--- src/rtl/ex_branch_resolve_unit.sv ---
// ex_branch_resolve_unit: EX-stage ALU, NZCV flag register, condition evaluator, branch target and strobes.
// Optional macro FLAG_BYPASS_EN: the condition evaluator sees this cycle's alu_flags when s_en=1.
`default_nettype none

module ex_branch_resolve_unit (
  input  logic        CLK,
  input  logic        CLR,
  input  logic [31:0] alu_a,
  input  logic [31:0] alu_b,
  input  logic        shift_cout,
  input  logic [3:0]  alu_op,
  input  logic        s_en,
  input  logic [3:0]  cond,
  input  logic [23:0] offset24,
  input  logic [31:0] pc4,
  input  logic        b_instr,
  input  logic        bl_instr,
  output logic [31:0] alu_out,
  output logic [3:0]  alu_flags,
  output logic [3:0]  flags_q,
  output logic        cond_true,
  output logic [31:0] target_addr,
  output logic        branch_taken,
  output logic        bl_link
);

  localparam logic [3:0] OP_AND = 4'h0, OP_EOR = 4'h1, OP_SUB = 4'h2, OP_RSB = 4'h3;
  localparam logic [3:0] OP_ADD = 4'h4, OP_ADC = 4'h5, OP_SBC = 4'h6, OP_RSC = 4'h7;
  localparam logic [3:0] OP_TST = 4'h8, OP_TEQ = 4'h9, OP_CMP = 4'hA, OP_CMN = 4'hB;
  localparam logic [3:0] OP_ORR = 4'hC, OP_MOV = 4'hD, OP_BIC = 4'hE, OP_MVN = 4'hF;

  logic [31:0] add_x, add_y;
  logic        add_cin;
  logic        is_arith;
  logic [32:0] sum;
  logic [31:0] logic_res;
  logic [3:0]  flags_d;
  logic [3:0]  eff_flags;
  logic        fn, fz, fc, fv;

  // Every add/sub maps onto one adder: subtraction adds the inverted operand plus carry-in.
  always_comb begin
    add_x    = alu_a;
    add_y    = alu_b;
    add_cin  = 1'b0;
    is_arith = 1'b1;
    case (alu_op)
      OP_SUB, OP_CMP: begin add_x = alu_a; add_y = ~alu_b; add_cin = 1'b1;       end
      OP_RSB:         begin add_x = alu_b; add_y = ~alu_a; add_cin = 1'b1;       end
      OP_ADD, OP_CMN: begin add_x = alu_a; add_y = alu_b;  add_cin = 1'b0;       end
      OP_ADC:         begin add_x = alu_a; add_y = alu_b;  add_cin = flags_q[1]; end
      OP_SBC:         begin add_x = alu_a; add_y = ~alu_b; add_cin = flags_q[1]; end
      OP_RSC:         begin add_x = alu_b; add_y = ~alu_a; add_cin = flags_q[1]; end
      default:        is_arith = 1'b0;
    endcase
  end

  assign sum = {1'b0, add_x} + {1'b0, add_y} + {32'd0, add_cin};

  always_comb begin
    logic_res = alu_a & alu_b;
    case (alu_op)
      OP_EOR, OP_TEQ: logic_res = alu_a ^ alu_b;
      OP_ORR:         logic_res = alu_a | alu_b;
      OP_MOV:         logic_res = alu_b;
      OP_BIC:         logic_res = alu_a & ~alu_b;
      OP_MVN:         logic_res = ~alu_b;
      default:        logic_res = alu_a & alu_b;
    endcase
  end

  assign alu_out   = is_arith ? sum[31:0] : logic_res;
  assign alu_flags = {alu_out[31],
                      (alu_out == 32'd0),
                      is_arith ? sum[32] : shift_cout,
                      is_arith ? ((add_x[31] == add_y[31]) && (sum[31] != add_x[31])) : flags_q[0]};

  assign flags_d = s_en ? alu_flags : flags_q;

  always_ff @(posedge CLK) begin
    if (CLR) flags_q <= 4'b0000;
    else     flags_q <= flags_d;
  end

`ifdef FLAG_BYPASS_EN
  assign eff_flags = s_en ? alu_flags : flags_q;
`else
  assign eff_flags = flags_q;
`endif

  assign {fn, fz, fc, fv} = eff_flags;

  always_comb begin
    cond_true = 1'b0;
    case (cond)
      4'h0: cond_true = fz;
      4'h1: cond_true = !fz;
      4'h2: cond_true = fc;
      4'h3: cond_true = !fc;
      4'h4: cond_true = fn;
      4'h5: cond_true = !fn;
      4'h6: cond_true = fv;
      4'h7: cond_true = !fv;
      4'h8: cond_true = fc && !fz;
      4'h9: cond_true = !fc || fz;
      4'hA: cond_true = (fn == fv);
      4'hB: cond_true = (fn != fv);
      4'hC: cond_true = !fz && (fn == fv);
      4'hD: cond_true = fz || (fn != fv);
      4'hE: cond_true = 1'b1;
      default: cond_true = 1'b0;
    endcase
  end

  assign target_addr  = pc4 + {{6{offset24[23]}}, offset24, 2'b00};
  assign branch_taken = b_instr && cond_true && !CLR;
  assign bl_link      = bl_instr && cond_true && !CLR;

endmodule

`default_nettype wire

--- config.mk ---
export PLATFORM = sky130hd
export DESIGN_NAME = ex_branch_resolve_unit
export DESIGN_NICKNAME = d
export VERILOG_FILES = /design/src/rtl/ex_branch_resolve_unit.sv
export SDC_FILE = /design/constraint.sdc
export NUM_CORES = 1
export LEC_CHECK = 0
export CORE_MARGIN = 2
export CORE_UTILIZATION = 51
export DETAILED_ROUTE_END_ITERATION = 8
export PLACE_DENSITY = 0.83
export SLEW_MARGIN = 10
export SYNTH_ARGS = -nofsm -noshare
export SYNTH_HDL_FRONTEND = slang
export SYNTH_SLANG_ARGS = --single-unit
--- constraint.sdc ---
create_clock -name CLK -period 8.4 [get_ports CLK]
set_clock_uncertainty 0.2 [all_clocks]
set_input_delay 0.84 -clock CLK [delete_from_list [all_inputs] [get_ports CLK]]
set_output_delay 0.84 -clock CLK [all_outputs]
set_load 0.02 [all_outputs]
; Word level (Yosys, flattened, before mapping)
; Cells that the tools add are included.
[totals]
reg_bits = 4
latchBits = 0
ramBits = 0
romBits = 0
out_inout_bits = 75
elab_cells = 73
memories = 0
[op_classes]
add_sub_neg = 3
multipliers = 0
n_div = 0
order_cmp = 0
n_eq_ne = 32
n_shift = 0
mux = 9
bitwise = 6
reduce_logical = 22
[op_table]
columns = op, n
row1 = 32-bit one-hot mux with 5 select lines, 1
row2 = 32-bit bitwise AND, 2
row3 = 32-bit 2-to-1 mux, 2
row4 = 32-bit NOT, 2
row5 = 32-bit one-hot mux with 2 select lines, 1
row6 = 4-bit equality test (second input constant), 14
row7 = 32-bit by 32-bit adder with 33-bit output, 1
row8 = 33-bit by 1-bit adder with 33-bit output, 1
row9 = 32-bit adder, 1
row10 = 4-bit by 3-bit equality test with 1-bit output (second input constant), 8
row11 = 32-bit logical NOT, 1
row12 = 32-bit bitwise OR, 1
row13 = 32-bit XOR, 1
row14 = 4-bit by 2-bit equality test with 1-bit output (second input constant), 4
row15 = 1-bit one-hot mux with 15 select lines, 1
row16 = 3-bit OR reduction, 3
row17 = 4-bit by 1-bit equality test with 1-bit output (second input constant), 2
row18 = 8-bit OR reduction, 1
row19 = 1-bit logical AND, 7
row20 = 1-bit logical NOT, 5
row21 = 4-bit logical NOT, 1
row22 = 2-bit OR reduction, 2
row23 = 1-bit 2-to-1 mux, 3
row24 = 1-bit equality test, 2
row25 = 3 further kinds, 5

; Logic depth before layout (Yosys ltp)
[logic_depth]
depth_word = 8
mapped_depth = 23
mapped_depth_nobuf = 18

; Worst setup path after synthesis
; Ideal clock, no wire load.
[synth_path]
path_type = in2out
startpoint = in alu_op[0]
endpoint = out alu_flags[2]
arrival_time_ps = 5977
slack_ps = 1383
cell_stages = 23
path_cell_list = buf_4 clkbuf_1 buf_2 buf_2 buf_1 nor3_1 o21bai_1 clkbuf_1 nor2_1 a211oi_1 fa_1 inv_1 fa_1 a211oi_2 o31ai_1 o31ai_2 o21ai_0 a21o_1 a211oi_1 xor2_1 a32oi_1 or2_2 nor2_1
[synth_between]
elab_chain_cells = 7
word_cells_on_any_way = 29
classes_between = 2 x add/sub / 14 x eq/ne / 6 x mux / 7 x reduce/logical
[synth_rtl]
columns = item, line_no
row1 = "start, declared", 11  ; input logic [3:0] alu_op,
row2 = "4-bit by 3-bit equality test with 1-bit output, or another cell as far along", 47  ; case (alu_op)
row3 = 3-bit OR reduction (no line) / 2-bit OR reduction (equally long branches), -
row4 = 32-bit one-hot mux with 2 select lines / 32-bit 2-to-1 mux (equally long branches), 47
row5 = 32-bit by 32-bit adder with 33-bit output, 58  ; assign sum = {1'b0, add_x} + {1'b0, add_y} + {32'd0, add_cin};
row6 = 33-bit by 1-bit adder with 33-bit output, 58
row7 = 32-bit 2-to-1 mux (*), 72  ; assign alu_out = is_arith ? sum[31:0] : logic_res;
row8 = named net alu_out[28], 18  ; output logic [31:0] alu_out,
row9 = 32-bit logical NOT (*), 74  ; (alu_out == 32'd0),
row10 = "end, declared", 19  ; output logic [3:0] alu_flags,
; Mark *: on every way through the listed nets, which the timed path passes. The rest lies on a longest branch.

; Worst setup path in the final report
[layout_path]
startpoint = in alu_op[3]
endpoint = out alu_flags[2]
[layout_between]
elab_chain_cells = 7
word_cells_on_any_way = 29
classes_between = 2 x add/sub / 14 x eq/ne / 6 x mux / 7 x reduce/logical
[layout_rtl]
columns = item, line_no
row1 = "4-bit by 3-bit equality test with 1-bit output, or another cell as far along", 47
row2 = 3-bit OR reduction (no line) / 2-bit OR reduction (equally long branches), -
row3 = 32-bit one-hot mux with 2 select lines / 32-bit 2-to-1 mux (equally long branches), 47
row4 = 32-bit by 32-bit adder with 33-bit output, 58
row5 = 33-bit by 1-bit adder with 33-bit output, 58
row6 = 32-bit 2-to-1 mux (*), 72
row7 = 32-bit logical NOT (*), 74
; Mark *: on every way between the ends. The rest lies on a longest branch, timed or not.

==> run_results.csv <==
group,metric,value,unit
logic_synthesis,synth-edff-count,0,
logic_synthesis,ys_types,87,
critical_path,slowest_delay,610,ps
critical_path,cp_slowest_cell,"clkdlybuf4s50_1",
routing,drt_wl_total,28220,um
die,die_h,124.5,um
sta,min_period,7646,ps
outcome,status,"finished clean",
cells_and_area,fin_nets,1522,
clock_tree,clock_sinks,4,
routing,via_per_inst,6.503,
critical_path,endpoint_kind,"output port",
die,die-area,0.01549,mm^2
cells_and_area,drive_gt1_share,4.260,%
sta,tightest_slew,1055,ps
logic_synthesis,yosys-top-cells-area,"ha_1, o21ai_0, xnor2_1, nand2_1, a21oi_1",
cells_and_area,antenna_cells,0,
clock_tree,clk_latency,220,ps
pwr,power_frac_seq,2.2,%
pwr,clock_power_share,7.0,%
routing,vias,9592,
sta,finalHoldViolations,0,
global_route,grt_overflow,0,
pwr,switching_share,52.84,%
routing,ant_nets,0,
logic_synthesis,synth_seq_cells,4,
logic_synthesis,seq_area_frac_synth,1.082,%
placed_design,place_congestion,1.065,
clock_tree,cts_tree,"done",
pwr,combPwrFrac,90.8,%
critical_path,critPathArrivalTime,6610,ps
global_route,grt_max_degree,55,
global_route,gr-usage-all-layers,33.69,%
clock_tree,clkTransAtPathRegs,30,ps
die,initial_core_util,51.50,%
logic_synthesis,synthFlopType,"dfxtp_1",
clock_tree,htreeDepth,1,
critical_path,cp_cell_sequence,"clkdlybuf4s50_1 -> buf_4 -> and2_1 -> nor3_2 -> o21bai_2 -> nor2_1 -> a211oi_1 -> fa_1 -> inv_1 -> fa_1 -> a211oi_2 -> o31ai_1 -> o31ai_2 -> mux2i_1 -> o221ai_1 -> nor4b_1 -> nand4bb_1 -> nor4_2 -> nand4b_1 -> nor2_1 -> clkdlybuf4s50_1",
sta,fin_setup_tns,0,ps
min_path,min_path_type,"flip-flop to flip-flop",
global_route,grt_pass1_vias,8499,
clock_tree,cts_buffer_depth,2,
logic_synthesis,ys_top_cells_by_count,"o21ai_0, nand2_1, ha_1",
cells_and_area,reg.largest.list,"flags_q x4",
placed_design,portBuffers,204,
die,coreArea,0.01437,mm^2
pwr,power_density,112.1,mW/mm^2
logic_synthesis,synth_top_cell_by_area,"ha_1",
logic_synthesis,async_flop_share,0,%
critical_path,cp_num_buf_inv,4,
global_route,antenna_found_initial,0,
cells_and_area,largest_register_ffs,4,
clock_tree,cts_repair_resize_count,0,
clock_tree,post_cts_buffers,0,
clock_tree,cts_root_buf,"clkbuf_16",
die,dieWidth,124.5,um
die,rows,44,
sta,max_freq,0.1308,GHz
logic_synthesis,synth_area,0.007400,mm^2
run,cap_viol_max_count,0,
logic_synthesis,synth.avg_cell_area,6.463,um^2
pwr,internal-power,0.5002,mW
routing,dr.first_iter.drc_count,966,
placed_design,dp_slack,880.2,ps
sta,setup_ws,754.0,ps
cells_and_area,syn2layout_area_growth,27.90,%
critical_path,path_class,"input pin to output port",
critical_path,worstPathRequired,7360,ps
global_route,grt_pass1_wl,43830,um
clock_tree,cts_made_buffers,3,
sta,finalMaxSlewViolations,0,
clock_tree,ctsHoldBuffers,0,
routing,firstDrtPassIters,8,
sta,holdWs,349.2,ps
cells_and_area,regMostFlops,"flags_q",
sta,period_share,91.02,%
die,io_pins,209,
logic_synthesis,syn_nets,1374,
sta,rsz0062_at_grt,"no",
placed_design,dp_hpwl,21150,um
logic_synthesis,syn_inst,1145,
pwr,switching_power,0.5604,mW
critical_path,crit_family,"simple AND/OR/NAND/NOR gates",
pwr,p_leak,4.011,nW
sta,relSlewSlack,29.48,%
logic_synthesis,synth_most_common_cell,"o21ai_0",
routing,wl_per_cell,19.13,um
pwr,irDropWorstVdd,0.00006331,V
routing,route.detailed.drc,0,
logic_synthesis,yosysWarnings,0,
critical_path,path_max_fanout,12,
sta,setup_viol,0,
critical_path,startpoint_type,"input pin",
logic_synthesis,synth_top_area_share,15.56,%
kinds of logic (layout without fill, tap and decap cells):
kind of cell | after synthesis | after routing | share of synthesized area, %
AO/OA/AOI/OAI | 456 | 456 | 40.31
AND/OR/NAND/NOR | 352 | 352 | 23.22
buffers and inverters | 160 | 306 | 9.520
adder cells (fa/ha/maj) | 95 | 95 | 16.37
XOR/XNOR | 66 | 66 | 7.812
multiplexers | 12 | 12 | 1.691
flip-flops | 4 | 4 | 1.082
cell type report:
type | instances | area, um^2
inverter | 84 | 315.3
timing repair buffer | 219 | 2140
multi-input combinational | 981 | 6624
sequential | 4 | 80.08
tap | 184 | 230.2
fill | 1286 | 4905
clock buffer | 3 | 75.07
worst reg2reg max path: cells and delay by family, from the launching register on:
family / cells / cell delay, ps
AOI/OAI and AO/OA: 7 / 1880
muxes: 1 / 260
and+or+nand+nor: 4 / 1350
buffers and inverters: 2 / 210
adders and majority gates: 2 / 650
DFF: 1 / 390
layer usage:
layer,part of all wire (%),wire length (um),track usage (%),up-vias
met5,0,0,0,-
met4,4.9,1382,15.93,0
met3,11,3066,4.940,113
met2,45,12740,53.55,622
met1,39,11030,44.74,4324
li1,-,-,-,4533
power by group through the flow:
stage	sequential [mW]	clock (mW)	combinational (mW)
after floorplan	0.0238	0	0.589
after global placement	0.0235	0	0.930
final	0.0233	0.0745	0.963
after global routing	0.0236	0.0769	1.03
after CTS	0.0233	0.0751	0.944
after detailed placement	0.0235	0	0.939
per-stage QoR:
| step | power, mW | instance area (um^2) | cells | utilization [%] |
|---|---|---|---|---|
| 5_1_grt | 1.131 | 9464 | 1475 | 65.87 |
| 3_5_place_dp | 0.9620 | 9389 | 1472 | 65.34 |
| 4_1_cts | 1.043 | 9464 | 1475 | 65.87 |
| 2_1_floorplan | 0.6132 | 7400 | 1145 | - |
| 3_3_place_gp | 0.9530 | 9389 | 1472 | 65.34 |
| 6_report | 1.061 | 9464 | 1475 | 65.87 |
placed cells by master (no fill, tap or decap), types with 20 or more instances in the layout:
cell type        instances
a21o_1                  23
clkdlybuf4s50_1        201
nand3_1                 44
nand2_1                119
nand2b_1                20
nor2_1                  69
o21ai_0                160
inv_1                   83
a21oi_1                 81
xnor2_1                 52
ha_1                    92
final timing paths:
path / start / to / slack (ps) / cells past startpoint
worst min register to register: flags_q[2]$_SDFFE_PP0P_ / flags_q[2]$_SDFFE_PP0P_ / 350 / 2
worst max register to register: flags_q[1]$_SDFFE_PP0P_ / flags_q[2]$_SDFFE_PP0P_ / 3380 / 16
worst max-delay path: alu_op[3] / alu_flags[2] / 750 / 21
worst min-delay path: flags_q[2]$_SDFFE_PP0P_ / flags_q[2]$_SDFFE_PP0P_ / 350 / 2
Power figures use the tool's default switching activity.
